`src/rtl/bird_physics.sv`:
```
// bird_physics: per-frame bird kinematics (signed velocity, gravity, flap
// impulse, terminal fall speed, ceiling clamp) with an IDLE/FLYING/DEAD game
// state. Every output comes straight from a register, so no input reaches an
// output in the same cycle.
module bird_physics #(
    parameter int H_W       = 9,
    parameter int V_W       = 6,
    parameter int DEFAULT_H = 240,
    parameter int MIN_H     = 0,
    parameter int MAX_H     = 479,
    parameter int GRAVITY   = 1,
    parameter int FLAP_V    = 8,
    parameter int MAX_FALL  = 12
) (
    input  logic                  clk,
    input  logic                  reset,
    input  logic                  tick,
    input  logic                  start,
    input  logic                  flap,
    output logic [H_W-1:0]        height,
    output logic signed [V_W-1:0] velocity,
    output logic [1:0]            state,
    output logic                  crashed
);

    typedef enum logic [1:0] {
        ST_IDLE   = 2'd0,
        ST_FLYING = 2'd1,
        ST_DEAD   = 2'd2
    } state_t;

    // Reject parameter sets that would make the arithmetic below wrap.
    if (!(MIN_H >= 0 && MIN_H < DEFAULT_H && DEFAULT_H < MAX_H &&
          MAX_H < (1 << H_W))) begin : g_bad_heights
        $error("bird_physics: need 0 <= MIN_H < DEFAULT_H < MAX_H < 2**H_W");
    end
    if (!(FLAP_V >= 0 && FLAP_V <= (1 << (V_W - 1)) - 1 &&
          MAX_FALL >= 0 && MAX_FALL <= (1 << (V_W - 1)) &&
          GRAVITY >= 0 && GRAVITY <= (1 << (V_W - 1)))) begin : g_bad_velocity
        $error("bird_physics: FLAP_V, MAX_FALL and GRAVITY must fit in V_W signed");
    end
    if (!(V_W < H_W + 2)) begin : g_bad_widths
        $error("bird_physics: V_W must be narrower than H_W+2");
    end

    localparam int NEG_MAX_FALL = -MAX_FALL;

    localparam logic [H_W-1:0]        DEFAULT_HV = DEFAULT_H[H_W-1:0];
    localparam logic [H_W-1:0]        MIN_HV     = MIN_H[H_W-1:0];
    localparam logic [H_W-1:0]        MAX_HV     = MAX_H[H_W-1:0];
    // Height bounds widened to the signed H_W+2 domain used for h_next.
    localparam logic signed [H_W+1:0] MIN_HE     = MIN_H[H_W+1:0];
    localparam logic signed [H_W+1:0] MAX_HE     = MAX_H[H_W+1:0];
    // Velocity constants; the V_W+1 forms hold velocity - GRAVITY without wrap.
    localparam logic signed [V_W:0]   GRAV_E     = GRAVITY[V_W:0];
    localparam logic signed [V_W:0]   FLOOR_VE   = NEG_MAX_FALL[V_W:0];
    localparam logic signed [V_W-1:0] FLOOR_VV   = NEG_MAX_FALL[V_W-1:0];
    localparam logic signed [V_W-1:0] FLAP_VV    = FLAP_V[V_W-1:0];

    state_t                  state_q, state_d;
    logic [H_W-1:0]          height_q, height_d;
    logic signed [V_W-1:0]   velocity_q, velocity_d;
    logic                    flap_q;
    logic                    pend_q, pend_d;

    logic                    flap_rise;
    logic signed [V_W:0]     v_dec;
    logic signed [V_W-1:0]   v_fall;
    logic signed [V_W-1:0]   v_next;
    logic signed [H_W+1:0]   h_sum;

    // Register all state; reset restores the start-of-game values.
    always_ff @(posedge clk) begin
        if (reset) begin
            state_q    <= ST_IDLE;
            height_q   <= DEFAULT_HV;
            velocity_q <= '0;
            flap_q     <= 1'b0;
            pend_q     <= 1'b0;
        end else begin
            state_q    <= state_d;
            height_q   <= height_d;
            velocity_q <= velocity_d;
            flap_q     <= flap;
            pend_q     <= pend_d;
        end
    end

    // Next-state logic: flap edge bookkeeping, kinematics on tick, game FSM.
    always_comb begin
        state_d    = state_q;
        height_d   = height_q;
        velocity_d = velocity_q;
        pend_d     = pend_q;

        flap_rise = flap & ~flap_q;

        // Gravity with terminal-speed floor, unless a flap overrides it.
        v_dec  = $signed({velocity_q[V_W-1], velocity_q}) - GRAV_E;
        v_fall = (v_dec < FLOOR_VE) ? FLOOR_VV : v_dec[V_W-1:0];
        v_next = (pend_q | flap_rise) ? FLAP_VV : v_fall;

        // Two guard bits keep the candidate height from wrapping either way.
        h_sum = $signed({2'b00, height_q}) +
                $signed({{(H_W + 2 - V_W){v_next[V_W-1]}}, v_next});

        unique case (state_q)
            ST_IDLE: begin
                pend_d = 1'b0;
                if (start) begin
                    state_d = ST_FLYING;
                end
            end
            ST_FLYING: begin
                if (tick) begin
                    // The tick consumes any pending flap and any rise this cycle.
                    pend_d = 1'b0;
                    if (h_sum <= MIN_HE) begin
                        height_d   = MIN_HV;
                        velocity_d = '0;
                        state_d    = ST_DEAD;
                    end else if (h_sum > MAX_HE) begin
                        height_d   = MAX_HV;
                        velocity_d = '0;
                    end else begin
                        height_d   = h_sum[H_W-1:0];
                        velocity_d = v_next;
                    end
                end else if (flap_rise) begin
                    pend_d = 1'b1;
                end
            end
            ST_DEAD: begin
                pend_d = 1'b0;
                if (start) begin
                    state_d    = ST_IDLE;
                    height_d   = DEFAULT_HV;
                    velocity_d = '0;
                end
            end
            default: begin
                // Unused encoding: fall back to a clean idle game.
                state_d    = ST_IDLE;
                height_d   = DEFAULT_HV;
                velocity_d = '0;
                pend_d     = 1'b0;
            end
        endcase
    end

    assign height   = height_q;
    assign velocity = velocity_q;
    assign state    = state_q;
    assign crashed  = (state_q == ST_DEAD);

endmodule

```
`config.mk`:
```
export PLATFORM = sky130hd
export DESIGN_NAME = bird_physics
export DESIGN_NICKNAME = d
export VERILOG_FILES = /design/src/rtl/bird_physics.sv
export SDC_FILE = /design/constraint.sdc
export NUM_CORES = 1
export LEC_CHECK = 0
export ABC_AREA = 1
export CORE_ASPECT_RATIO = 1.2
export CORE_MARGIN = 1
export CORE_UTILIZATION = 35
export CTS_CLUSTER_DIAMETER = 80
export CTS_CLUSTER_SIZE = 30
export DETAILED_ROUTE_END_ITERATION = 12
export PLACE_DENSITY_LB_ADDON = 0.08
export SETUP_SLACK_MARGIN = 0.02
export SLEW_MARGIN = 20
export SYNTH_ARGS = -nofsm -noshare
export SYNTH_HDL_FRONTEND = slang
export SYNTH_SLANG_ARGS = --single-unit
export TNS_END_PERCENT = 5
```
`constraint.sdc`:
```
create_clock -name clk -period 4.3 [get_ports clk]
set_clock_uncertainty 0.15 [all_clocks]
set_input_delay 0.645 -clock clk [delete_from_list [all_inputs] [get_ports clk]]
set_output_delay 0.645 -clock clk [all_outputs]
set_load 0.05 [all_outputs]
```
==> impl_metrics.json <==
{
  "antenna_found_initial": 0,
  "swShare": 0.476,
  "drt_iter0_markers": 47,
  "synthFlopType": "dfxtp_1",
  "yosysUniqueCellTypes": 29,
  "yosys-top-cells-count": "nand2_1 (73), inv_1 (38), a21oi_1 (21)",
  "layout_min_cycle_time_ns": 3.77,
  "antenna_cells": 0,
  "synthMuxAreaShare": 0,
  "die_y_um": 76.0,
  "ir_drop_uv": 209,
  "port_buffers": 22,
  "finalSetupViolCount": 0,
  "syn_area_um2": 1600,
  "switchingPower_mw": 0.353,
  "post_cts_buffers": 0,
  "syn_area_per_cell_um2": 6.42,
  "drv_cap": 0,
  "drc_errors": 0,
  "ys_top_cells_by_area": "dfxtp_1 (24%), nand2_1 (17%), inv_1 (8.9%)",
  "netlist_instances": 249,
  "crit_arrival_ns": 3.78,
  "wl_per_cell_um": 12.0,
  "dp_hpwl_um": 3000,
  "nets": 288,
  "status": "completed",
  "hold_viol_final": 0,
  "drt_pass1_iterations": 4,
  "tns_ns": 0,
  "gp_congestion": 0.813,
  "cts_buffers": 3,
  "grt_max_degree": 20,
  "cts_tree": "built",
  "crit_path_end_kind": "flop",
  "layout-drive-gt1-share": 0.0889,
  "power_frac_seq": 0.277,
  "clock_path_buffers": 2,
  "cp-start-kind": "flop",
  "power.internal_mw": 0.388,
  "cts_hold_buffers": 0,
  "layout.cells.non_filler": 326,
  "synth_top_family_by_area": "simple AND/OR/NAND/NOR gates",
  "yosysMostFrequentCell": "nand2_1",
  "avgViaCountPerCell": 4.82,
  "ys_seq_elements": 19,
  "areaGrowthSynthToFinish_pct": 19.2,
  "drv_slew": 0,
  "fillers": 463,
  "stdcell_area_um2": 1910,
  "wirelength_um": 3920,
  "fin_worst_hold_slack_ns": 0.350,
  "synth-xor-area-share": 0.0274,
  "max_freq_ghz": 0.265,
  "synth_edf_count": 0,
  "leakage_nw": 0.890,
  "multi_input_area_um2": 1040,
  "clk_latency_ns": 0.26,
  "grt.total_usage": 0.181,
  "ant_nets": 0,
  "io_pins": 23,
  "dp_cells": 322,
  "p_per_area_nw_per_um2": 388,
  "synth_nets": 266,
  "grt_pass1_wl_um": 7130,
  "rsz0062_at_grt": "no",
  "grt_overflow": 0,
  "grt_pass1_vias": 1578,
  "cts-root-buf": "clkbuf_8",
  "relSlewSlack": 0.498,
  "synth_area_leader_cell": "dfxtp_1",
  "ys_seq_area_frac": 0.238,
  "yosys_warnings": 0,
  "vias": 1572,
  "htreeDepth": 1,
  "synth_compound_area_frac": 0.119,
  "synthArstFlopShare": 0,
  "synth_adder_area_share": 0.0986,
  "combPwrFrac": 0.549,
  "num_rows": 26,
  "initial_core_util": 0.370,
  "path_class": "flop to flop",
  "fin_util": 0.441,
  "core_um2": 4330,
  "min_period_over_period": 0.876,
  "cts.sinks": 19,
  "die_w_um": 63.7,
  "hp-class": "flop to flop",
  "die_area_um2": 4840,
  "cp_max_fo": 12,
  "worst-endpoint-required_ns": 4.31,
  "pwr-share-clk": 0.173,
  "synth_simple_gate_area_frac": 0.404,
  "seqCellArea_um2": 380,
  "clk_pin_slew_ns": 0.08,
  "placed_area_um2": 1860,
  "worst_slew_pin_slew_ns": 0.751,
  "synth_top_area_frac": 0.238
}
[layout make-up]
cell class	instances	area share
flip-flops and latches	19	0.199
inverters	38	0.0748
well taps	56	0.0367
clock buffers	4	0.0236
repair buffers	23	0.119
multi-input cells	186	0.546
[registers in the layout, summed over array words and instances, names as in the netlist]
register / cells
pend_q: 1
flap_q: 1
velocity: 6
height: 9
state: 2
[path summary, 6_finish.rpt]
kind | cells after the start | endpoint | slack (ns) | start
worst min register to register | 2 | height[2]$_SDFFE_PP0P_ | 0.35 | height[2]$_SDFFE_PP0P_
worst max register to register | 25 | state[0]$_SDFFE_PP0P_ | 0.53 | velocity[2]$_SDFFE_PP0P_
worst max-delay path | 25 | state[0]$_SDFFE_PP0P_ | 0.53 | velocity[2]$_SDFFE_PP0P_
worst min-delay path | 2 | height[2]$_SDFFE_PP0P_ | 0.35 | height[2]$_SDFFE_PP0P_
[power groups by stage]
stage,combinational (mW),clock [mW],sequential (mW)
final,0.407,0.128,0.205
after global routing,0.462,0.143,0.208
after CTS,0.407,0.134,0.206
after detailed placement,0.406,0,0.209
after global placement,0.408,0,0.210
after floorplan,0.276,0,0.252
[stage by stage]
step	total power, mW	setup WS (ns)
2_1_floorplan	0.528	0.565
4_1_cts	0.747	0.342
6_report	0.740	0.531
3_3_place_gp	0.618	0.136
3_5_place_dp	0.615	0.148
5_1_grt	0.813	0.0659
[worst max-delay path: stages, from the launching register on]
cell and delay (ns):
dfxtp_1 0.36, nor2_1 0.11, nand2_1 0.09, nor3_1 0.26, xor2_1 0.18, a31oi_1 0.11
inv_1 0.08, nand2_1 0.07, nor2_1 0.16, ha_1 0.19, inv_1 0.05, fa_1 0.45
o21ai_2 0.24, nand3_2 0.10, nand2_1 0.06, nand2_1 0.06, nand2_1 0.06, nand2_1 0.05
nand2_2 0.07, nand3_1 0.09, o21ai_2 0.21, nor2_4 0.11, nor2_1 0.14, o21ai_0 0.10
nand2_1 0.06, inv_1 0.03
[routing by layer]
layer / track usage / part of all wire / up-vias
met1: 0.245 / 0.50 / 704
li1: - / - / 842
met4: 0.0477 / 0.012 / 0
met5: 0 / 0 / -
met3: 0.0180 / 0.022 / 5
met2: 0.303 / 0.47 / 21
[cell usage in the layout, fill, tap and decap left out, types with 2 or more instances in the layout]
cell type	instances
nand2_1	73
inv_1	38
clkdlybuf4s50_1	22
a21oi_1	21
dfxtp_1	19
nor2_1	18
nand3_1	18
ha_1	11
nand4_1	9
nand2_2	5
nand3_2	4
o21ai_2	4
o21ai_0	3
xnor2_1	3
clkbuf_8	3
nor3_1	2
nor2_4	2
xor2_1	2
nand2_4	2
[logic make-up (layout without fill, tap and decap cells)]
logic type | after synthesis | in the layout
compound gates | 33 | 33
xor+xnor | 5 | 5
fa+ha+maj | 12 | 12
buf+inv | 44 | 65
flops | 19 | 19
simple gates | 136 | 136
[what timing repair did]
action                                  in CTS  in global routing
endpoints found under the setup margin       0                 16
hold endpoints to repair                     0                  0
gates resized for setup                      0                  3
Note: power is estimated with default switching activity, not from simulation.
